==> src/rtl/seq_muldiv.sv <==
// Iterative 16-bit unsigned mul (shift-add) / div (restoring); result 16 edges after accept, div-by-zero 1 edge.
// in_ready only in IDLE, result held in DONE until out_ready; SEQ_MULDIV_EARLY_EXIT_EN ends mul once multiplier bits run out.
module seq_muldiv #(
    parameter int WIDTH = 16,
    parameter int CNT_W = 5
) (
    input  logic             clk,
    input  logic             reset,
    input  logic             in_valid,
    output logic             in_ready,
    input  logic             op,
    input  logic [WIDTH-1:0] operand1,
    input  logic [WIDTH-1:0] operand2,
    output logic             out_valid,
    input  logic             out_ready,
    output logic [WIDTH-1:0] upper,
    output logic [WIDTH-1:0] lower,
    output logic             div_by_zero
);

    typedef enum logic [1:0] {IDLE, BUSY, DONE} state_t;

    state_t           state_q, state_d;
    logic [CNT_W-1:0] cnt_q, cnt_d;
    logic             op_q, op_d;
    logic [WIDTH-1:0] b_q, b_d;
    logic [WIDTH-1:0] acc_q, acc_d;
    logic [WIDTH-1:0] lo_q, lo_d;
    logic [WIDTH-1:0] upper_q, upper_d;
    logic [WIDTH-1:0] lower_q, lower_d;
    logic             dbz_q, dbz_d;

    logic [WIDTH:0]   mul_sum;
    logic [WIDTH:0]   div_trial;
    logic [WIDTH-1:0] it_acc, it_lo;
    logic [WIDTH-1:0] mul_hi, mul_lo;
    logic             last_iter;
`ifdef SEQ_MULDIV_EARLY_EXIT_EN
    logic [WIDTH-1:0]   mrem_q, mrem_d;
    logic [2*WIDTH-1:0] aligned;
`endif

    // One iteration step: acc holds product-high / remainder, lo holds multiplier / dividend->quotient.
    always_comb begin
        mul_sum   = {1'b0, acc_q} + (lo_q[0] ? {1'b0, b_q} : '0);
        div_trial = {acc_q, lo_q[WIDTH-1]} - {1'b0, b_q};
        if (op_q) begin
            if (!div_trial[WIDTH]) begin
                it_acc = div_trial[WIDTH-1:0];
                it_lo  = {lo_q[WIDTH-2:0], 1'b1};
            end else begin
                it_acc = {acc_q[WIDTH-2:0], lo_q[WIDTH-1]};
                it_lo  = {lo_q[WIDTH-2:0], 1'b0};
            end
        end else begin
            it_acc = mul_sum[WIDTH:1];
            it_lo  = {mul_sum[0], lo_q[WIDTH-1:1]};
        end
        last_iter = (cnt_q == CNT_W'(WIDTH-1)) || (op_q && (b_q == '0));
`ifdef SEQ_MULDIV_EARLY_EXIT_EN
        // Skipped iterations would only shift right, so apply them in one go.
        aligned = {it_acc, it_lo} >> (CNT_W'(WIDTH-1) - cnt_q);
        mul_hi  = aligned[2*WIDTH-1:WIDTH];
        mul_lo  = aligned[WIDTH-1:0];
        if (!op_q && ((mrem_q >> 1) == '0))
            last_iter = 1'b1;
`else
        mul_hi = it_acc;
        mul_lo = it_lo;
`endif
    end

    always_comb begin
        state_d = state_q;
        cnt_d   = cnt_q;
        op_d    = op_q;
        b_d     = b_q;
        acc_d   = acc_q;
        lo_d    = lo_q;
        upper_d = upper_q;
        lower_d = lower_q;
        dbz_d   = dbz_q;
`ifdef SEQ_MULDIV_EARLY_EXIT_EN
        mrem_d  = mrem_q;
`endif
        case (state_q)
            IDLE: begin
                if (in_valid) begin
                    op_d    = op;
                    cnt_d   = '0;
                    acc_d   = '0;
                    b_d     = op ? operand2 : operand1;
                    lo_d    = op ? operand1 : operand2;
`ifdef SEQ_MULDIV_EARLY_EXIT_EN
                    mrem_d  = operand2;
`endif
                    state_d = BUSY;
                end
            end
            BUSY: begin
                acc_d = it_acc;
                lo_d  = it_lo;
                cnt_d = cnt_q + 1'b1;
`ifdef SEQ_MULDIV_EARLY_EXIT_EN
                mrem_d = mrem_q >> 1;
`endif
                if (last_iter) begin
                    state_d = DONE;
                    // Zero divisor leaves after one cycle with the dividend still untouched in lo_q.
                    if (op_q && (b_q == '0)) begin
                        upper_d = lo_q;
                        lower_d = '1;
                        dbz_d   = 1'b1;
                    end else if (op_q) begin
                        upper_d = it_acc;
                        lower_d = it_lo;
                        dbz_d   = 1'b0;
                    end else begin
                        upper_d = mul_hi;
                        lower_d = mul_lo;
                        dbz_d   = 1'b0;
                    end
                end
            end
            DONE: begin
                if (out_ready)
                    state_d = IDLE;
            end
            default: state_d = IDLE;
        endcase
    end

    always_ff @(posedge clk) begin
        if (reset) begin
            state_q <= IDLE;
            cnt_q   <= '0;
            op_q    <= 1'b0;
            b_q     <= '0;
            acc_q   <= '0;
            lo_q    <= '0;
            upper_q <= '0;
            lower_q <= '0;
            dbz_q   <= 1'b0;
`ifdef SEQ_MULDIV_EARLY_EXIT_EN
            mrem_q  <= '0;
`endif
        end else begin
            state_q <= state_d;
            cnt_q   <= cnt_d;
            op_q    <= op_d;
            b_q     <= b_d;
            acc_q   <= acc_d;
            lo_q    <= lo_d;
            upper_q <= upper_d;
            lower_q <= lower_d;
            dbz_q   <= dbz_d;
`ifdef SEQ_MULDIV_EARLY_EXIT_EN
            mrem_q  <= mrem_d;
`endif
        end
    end

    assign in_ready    = (state_q == IDLE);
    assign out_valid   = (state_q == DONE);
    assign upper       = upper_q;
    assign lower       = lower_q;
    assign div_by_zero = dbz_q;

endmodule

==> config.mk <==
export PLATFORM = sky130hd
export DESIGN_NAME = seq_muldiv
export DESIGN_NICKNAME = d
export VERILOG_FILES = /design/src/rtl/seq_muldiv.sv
export SDC_FILE = /design/constraint.sdc
export NUM_CORES = 1
export LEC_CHECK = 0
export ABC_AREA = 1
export CAP_MARGIN = 5
export CORE_ASPECT_RATIO = 1.2
export CORE_MARGIN = 3
export CORE_UTILIZATION = 45
export DETAILED_ROUTE_END_ITERATION = 16
export PLACE_DENSITY = 0.69
export SLEW_MARGIN = 20
export SYNTH_ARGS = -nofsm -noshare
export SYNTH_HDL_FRONTEND = slang
export SYNTH_SLANG_ARGS = --single-unit
==> constraint.sdc <==
create_clock -name clk -period 2.7 [get_ports clk]
set_clock_uncertainty 0.15 [all_clocks]
set_input_delay 0.675 -clock clk [delete_from_list [all_inputs] [get_ports clk]]
set_output_delay 0.675 -clock clk [all_outputs]
set_load 0.05 [all_outputs]
* After elaboration in Yosys (flattened, before gate mapping) *
Cells that the tools add are included.

storage, ports and cells
  memories kept = 0
  bits of input ports = 37
  register bits = 89
  memory bits (writable) = 0
  ROM bits = 0
  word-level logic and storage cells = 47
  latch bits = 0
  output and inout bits = 35

cells by class
  divide/modulo/power cells = 0
  multiplexer cells = 20
  shift-type cells = 0
  multipliers = 0
  add/subtract/negate cells = 3
  magnitude comparators = 0
  equality and inequality tests = 6
  bitwise gates (word level) = 0
  reduce and logical (&&, ||, !) cells = 9

operators by type and width
  kind                                                                      count
  16-bit two-way mux                                                        10
  16-bit case mux with 2 select lines                                       2
  16-bit by 16-bit adder with 17-bit output                                 1
  17-bit by 16-bit subtractor with 17-bit output                            1
  16-bit logical NOT                                                        1
  5-bit case mux with 2 select lines                                        1
  2-bit two-way mux                                                         3
  2-bit case mux with 3 select lines                                        1
  2-bit AND reduction                                                       3
  5-bit by 1-bit adder with 5-bit output (second input constant)            1
  5-bit by 4-bit == test with 1-bit output (second input constant)          1
  5-bit two-way mux                                                         1
  2-bit inequality test (second input constant)                             2
  3-bit AND reduction                                                       1
  2-bit by 1-bit == test with 1-bit output (second input constant)          1
  2-bit == test (second input constant)                                     1
  2-bit logical NOT                                                         1
  1-bit two-way mux                                                         2
  2-bit by 1-bit inequality test with 1-bit output (second input constant)  1
  2-bit nonzero test                                                        1
  1-bit logical AND                                                         1
  1-bit logical OR                                                          1

* Logic depth before layout (Yosys ltp) *
  depth in word-level cells = 5
  mapped depth = 18
  mapped depth without buffers = 18

* Least setup slack after synthesis *
Ideal clock, no wire load.

  kind = register to register
  start = register lo_q[0]
  end = register acc_q[12]
  setup time = 0.132 ns
  clock period less this slack = 2.414 ns
  required time = 2.418 ns
  data arrival time = 2.132 ns
  path buffers = 2
  stages on the path, launching flop included = 14
  slack = 0.286 ns
  cell sequence = dfxtp_1 > clkbuf_1 > buf_1 > nand2_1 > inv_1 > ha_1 > a21oi_1 > a21boi_0 > o21a_1 > nand2_1 > nand2_1 > nand3_1 > nand3_1 > a21oi_1

on the way
  word-level cells in the longest chain between the ends = 4

RTL lines
  element                                    line  text
  from (decl)                                28    logic [WIDTH-1:0] lo_q, lo_d;
  from (signal assigned)                     153   lo_q <= lo_d;
  16-bit two-way mux                         45    mul_sum = {1'b0, acc_q} + (lo_q[0] ? {1'b0, b_q} : '0);
  16-bit by 16-bit adder with 17-bit output  45
  16-bit two-way mux                         47    if (op_q) begin
  16-bit case mux with 2 select lines        86    case (state_q)
  to (signal assigned)                       139   acc_q <= '0;
  to (signal assigned)                       152   acc_q <= acc_d;
  to (decl)                                  27    logic [WIDTH-1:0] acc_q, acc_d;

No other way between the ends.
A chain may end at the register's enable or synchronous reset.

* Worst setup path in the final report *
  start = register lo_q[15]
  end = register acc_q[0]

on the way
  word-level cells in the longest chain between the ends = 4

RTL lines
  element                                         line  text
  17-bit by 16-bit subtractor with 17-bit output  46    div_trial = {acc_q, lo_q[WIDTH-1]} - {1'b0, b_q};
  16-bit two-way mux (*)                          48    if (!div_trial[WIDTH]) begin
  16-bit two-way mux (*)                          47
  16-bit case mux with 2 select lines (*)         86

Mark *: on every way between the ends. The rest lies on a longest branch, timed or not.

==> qor.yml <==
status: "complete, no violations"
tightest_slew_ns: 0.577
nFillCells: 1361
crit_buf_inv: 3
fp.dieArea_um2: 15600
die_x_um: 115
avgSynthCellArea_um2: 6.34
critPathSlowestCell: "fa_1"
drive_gt1_share_pct: 8.96
netlist_area_um2: 6370
antennaDiodeCount: 0
relSlewSlack_pct: 61.5
vdd_drop_max_mv: 0.296
cts.sinks: 89
r2r-start: "lo_q[15]$_SDFFE_PP0P_"
path_depth: 17
setup_viol: 0
start_kind: "register"
cts_buffers: 9
rrSetupSlack_ns: 0.16
hold_class: "register to register"
grt_use_total_pct: 27.5
cp_top_family: "simple AND/OR/NAND/NOR gates"
crit_path_end: "acc_q[0]$_SDFFE_PP0P_"
max_cap_viol_count: 0
final_antenna_net_count: 0
hold_buffers: 0
clockBufferDepth: 2
fin_nets: 1151
leakagePower_nw: 3.60
dp.final_hpwl_um: 16500
regToRegEndpoint: "acc_q[0]$_SDFFE_PP0P_"
slowest_delay_ns: 0.40
io_pins: 72
synth_seq_cells: 89
critical_path_class: "register to register"
p_per_area_nw_per_um2: 476
numPortBuffers: 71
cp_common_cell: "nand2_2"
syn_inst: 1005
slew_violations: 0
end_kind: "register"
route.detailed.drc: 0
fin_util_pct: 55.9
drt_wl_total_um: 21200
cp.required_ns: 2.76
mostFrequentLayoutCell: "nand2_1"
grt_pass1_vias: 6334
synth_edf_count: 0
wire_per_inst_um: 16.9
synthFlopType: "dfxtp_1"
most-common-layout-cells: "nand2_1, inv_1, a21oi_1"
synth_fp_nets: 1078
hold_viol_final: 0
synth-seq-area-share_pct: 28.0
worstPathArrival_ns: 2.59
cts_tree: "yes"
synthToLayoutAreaGrowth_pct: 21.4
core-area_um2: 13800
die_y_um: 136
antenna_found_initial: 0
cts_max_level: 3
synth-async-reset-ratio_pct: 0
finalWeightedCongestion: 0.945
start_util_pct: 46.1
grt_max_degree: 48
viasPerCell: 5.50
timing.critical_path.from: "lo_q[15]$_SDFFE_PP0P_"
drt_iter0_drc: 518
crit_fanout: 12
finalCritPeriodShare_pct: 94.0
rows: 47
ys_types: 42
rsz0062_at_grt: "false"
min_period_ns: 2.54
cts-root-buf: "clkbuf_16"
clk_pin_slew_worst_paths_ns: 0.07
tns_ns: 0
r2r_cells: 17
crit_chain: "inv_2, ha_1, inv_1, fa_1, nand2_2, nand2_2, nand3_2, nand2_2, nand2_2, nand2_2, nand2_8, buf_4, nand3_1, nand3_1, nand2_1, nand2_1, a21oi_1"
insertion_delay_ns: 0.34
vias: 6892
yosysWarnings: 0
fmax_mhz: 394
grt_pass1_wl_um: 33300
grt_remaining_overflow: 0
first_pass_iters: 5
worst min-delay path by stage:
stage / start / to / slack, ns / cells past startpoint
2_1_floorplan: cnt_q[4]$_SDFFE_PP0P_ / cnt_q[4]$_SDFFE_PP0P_ / 0.29 / 2
3_3_place_gp: cnt_q[4]$_SDFFE_PP0P_ / cnt_q[4]$_SDFFE_PP0P_ / 0.30 / 2
3_5_place_dp: cnt_q[4]$_SDFFE_PP0P_ / cnt_q[4]$_SDFFE_PP0P_ / 0.30 / 2
4_1_cts: cnt_q[4]$_SDFFE_PP0P_ / cnt_q[4]$_SDFFE_PP0P_ / 0.31 / 2
5_1_grt: lower[13]$_SDFFE_PP0P_ / lower[13]$_SDFFE_PP0P_ / 0.33 / 2
6_report: cnt_q[4]$_SDFFE_PP0P_ / cnt_q[4]$_SDFFE_PP0P_ / 0.31 / 2
registers in the layout, indices dropped and copies added (netlist names):
| name | count |
|---|---|
| upper | 16 |
| b_q | 16 |
| cnt_q | 5 |
| lo_q | 16 |
| lower | 16 |
| state_q | 2 |
| div_by_zero | 1 |
| acc_q | 16 |
| op_q | 1 |
cells in the mapped netlist (2+ instances only):
| library cell | number | share of area [%] |
|---|---|---|
| inv_2 | 4 | 0.24 |
| nor3_2 | 2 | 0.31 |
| xnor2_1 | 4 | 0.55 |
| a21oi_2 | 2 | 0.28 |
| inv_1 | 129 | 7.6 |
| nand4_1 | 7 | 0.69 |
| nand3_1 | 66 | 5.2 |
| mux2i_1 | 6 | 0.94 |
| nor2_1 | 42 | 2.5 |
| dfxtp_1 | 89 | 28 |
| a311oi_1 | 5 | 0.69 |
| o21a_1 | 2 | 0.24 |
| o211ai_1 | 6 | 0.71 |
| and2_1 | 2 | 0.20 |
| o21ai_0 | 66 | 5.2 |
| buf_1 | 4 | 0.24 |
| a221oi_1 | 5 | 0.69 |
| a31oi_1 | 26 | 2.6 |
| nand2_4 | 2 | 0.35 |
| nor3_1 | 7 | 0.55 |
| nand3b_1 | 6 | 0.71 |
| nand3_2 | 11 | 1.7 |
| o221ai_1 | 4 | 0.55 |
| a211oi_1 | 3 | 0.35 |
| or2_2 | 5 | 0.49 |
| nand2_2 | 5 | 0.49 |
| fa_1 | 2 | 0.63 |
| o21bai_1 | 2 | 0.24 |
| a21oi_1 | 99 | 7.8 |
| buf_6 | 2 | 0.35 |
| buf_2 | 11 | 0.86 |
| ha_1 | 34 | 6.7 |
| clkbuf_1 | 31 | 1.8 |
| a21o_1 | 3 | 0.35 |
| nand2_1 | 301 | 18 |
| xor2_1 | 4 | 0.55 |
kinds of logic after synthesis:
kind of cell / Yosys count / synth area share, %
simple gates: 458 / 31.3
compound gates: 226 / 20.1
buf+inv: 182 / 11.2
flops: 89 / 28.0
fa+ha+maj: 36 / 7.31
xor+xnor: 8 / 1.10
mux: 6 / 0.943
routing by layer:
layer | routed length, µm | GRT usage [%] | vias to the layer above
li1 | - | - | 3449
met2 | 10100 | 45.1 | 228
met4 | 1280 | 14.5 | 0
met5 | 0 | 0 | -
met3 | 935 | 3.29 | 58
met1 | 8870 | 35.0 | 3157
power breakdown:
part / internal, mW / total [mW] / switching, mW
sequential: 1.37 / 1.44 / 0.0664
combinational: 0.367 / 1.05 / 0.679
clock: 0.635 / 1.19 / 0.558
total: 2.37 / 3.68 / 1.30
per-stage QoR:
step | power, mW | setup slack (ns) | instances | cell area, µm² | hold slack, ns
global placement | 2.48 | 0.0510 | 1234 | 7390 | 0.300
finish | 3.68 | 0.162 | 1254 | 7730 | 0.313
CTS | 3.66 | 0.00112 | 1250 | 7670 | 0.314
floorplan | 2.12 | 0.286 | 1005 | 6370 | 0.291
global route | 3.85 | 0.00684 | 1254 | 7730 | 0.334
detailed placement | 2.48 | 0.00541 | 1234 | 7390 | 0.303
what timing repair did:
item,in CTS,in global routing
setup buffers,0,4
endpoints found under the setup margin,0,34
resized for setup,0,9
final cells by class:
type	count	area (µm²)	share of cell area, %
tap	171	214	2.77
clock buffer	10	229	2.96
timing repair buffer	111	1050	13.6
multi-input combinational	734	3910	50.5
clock inverter	6	48.8	0.631
sequential	89	1790	23.1
inverter	133	499	6.46
worst register-to-register path, delay by kind of cell, from the launching register on:
kind                     cells  cell delay [ns]
buffers and inverters        3             0.32
AND/OR/NAND/NOR             11             1.01
flip-flops                   1             0.35
AO/OA/AOI/OAI                1             0.06
adder cells (fa/ha/maj)      2             0.54
Note: power is estimated with default switching activity, not from simulation.
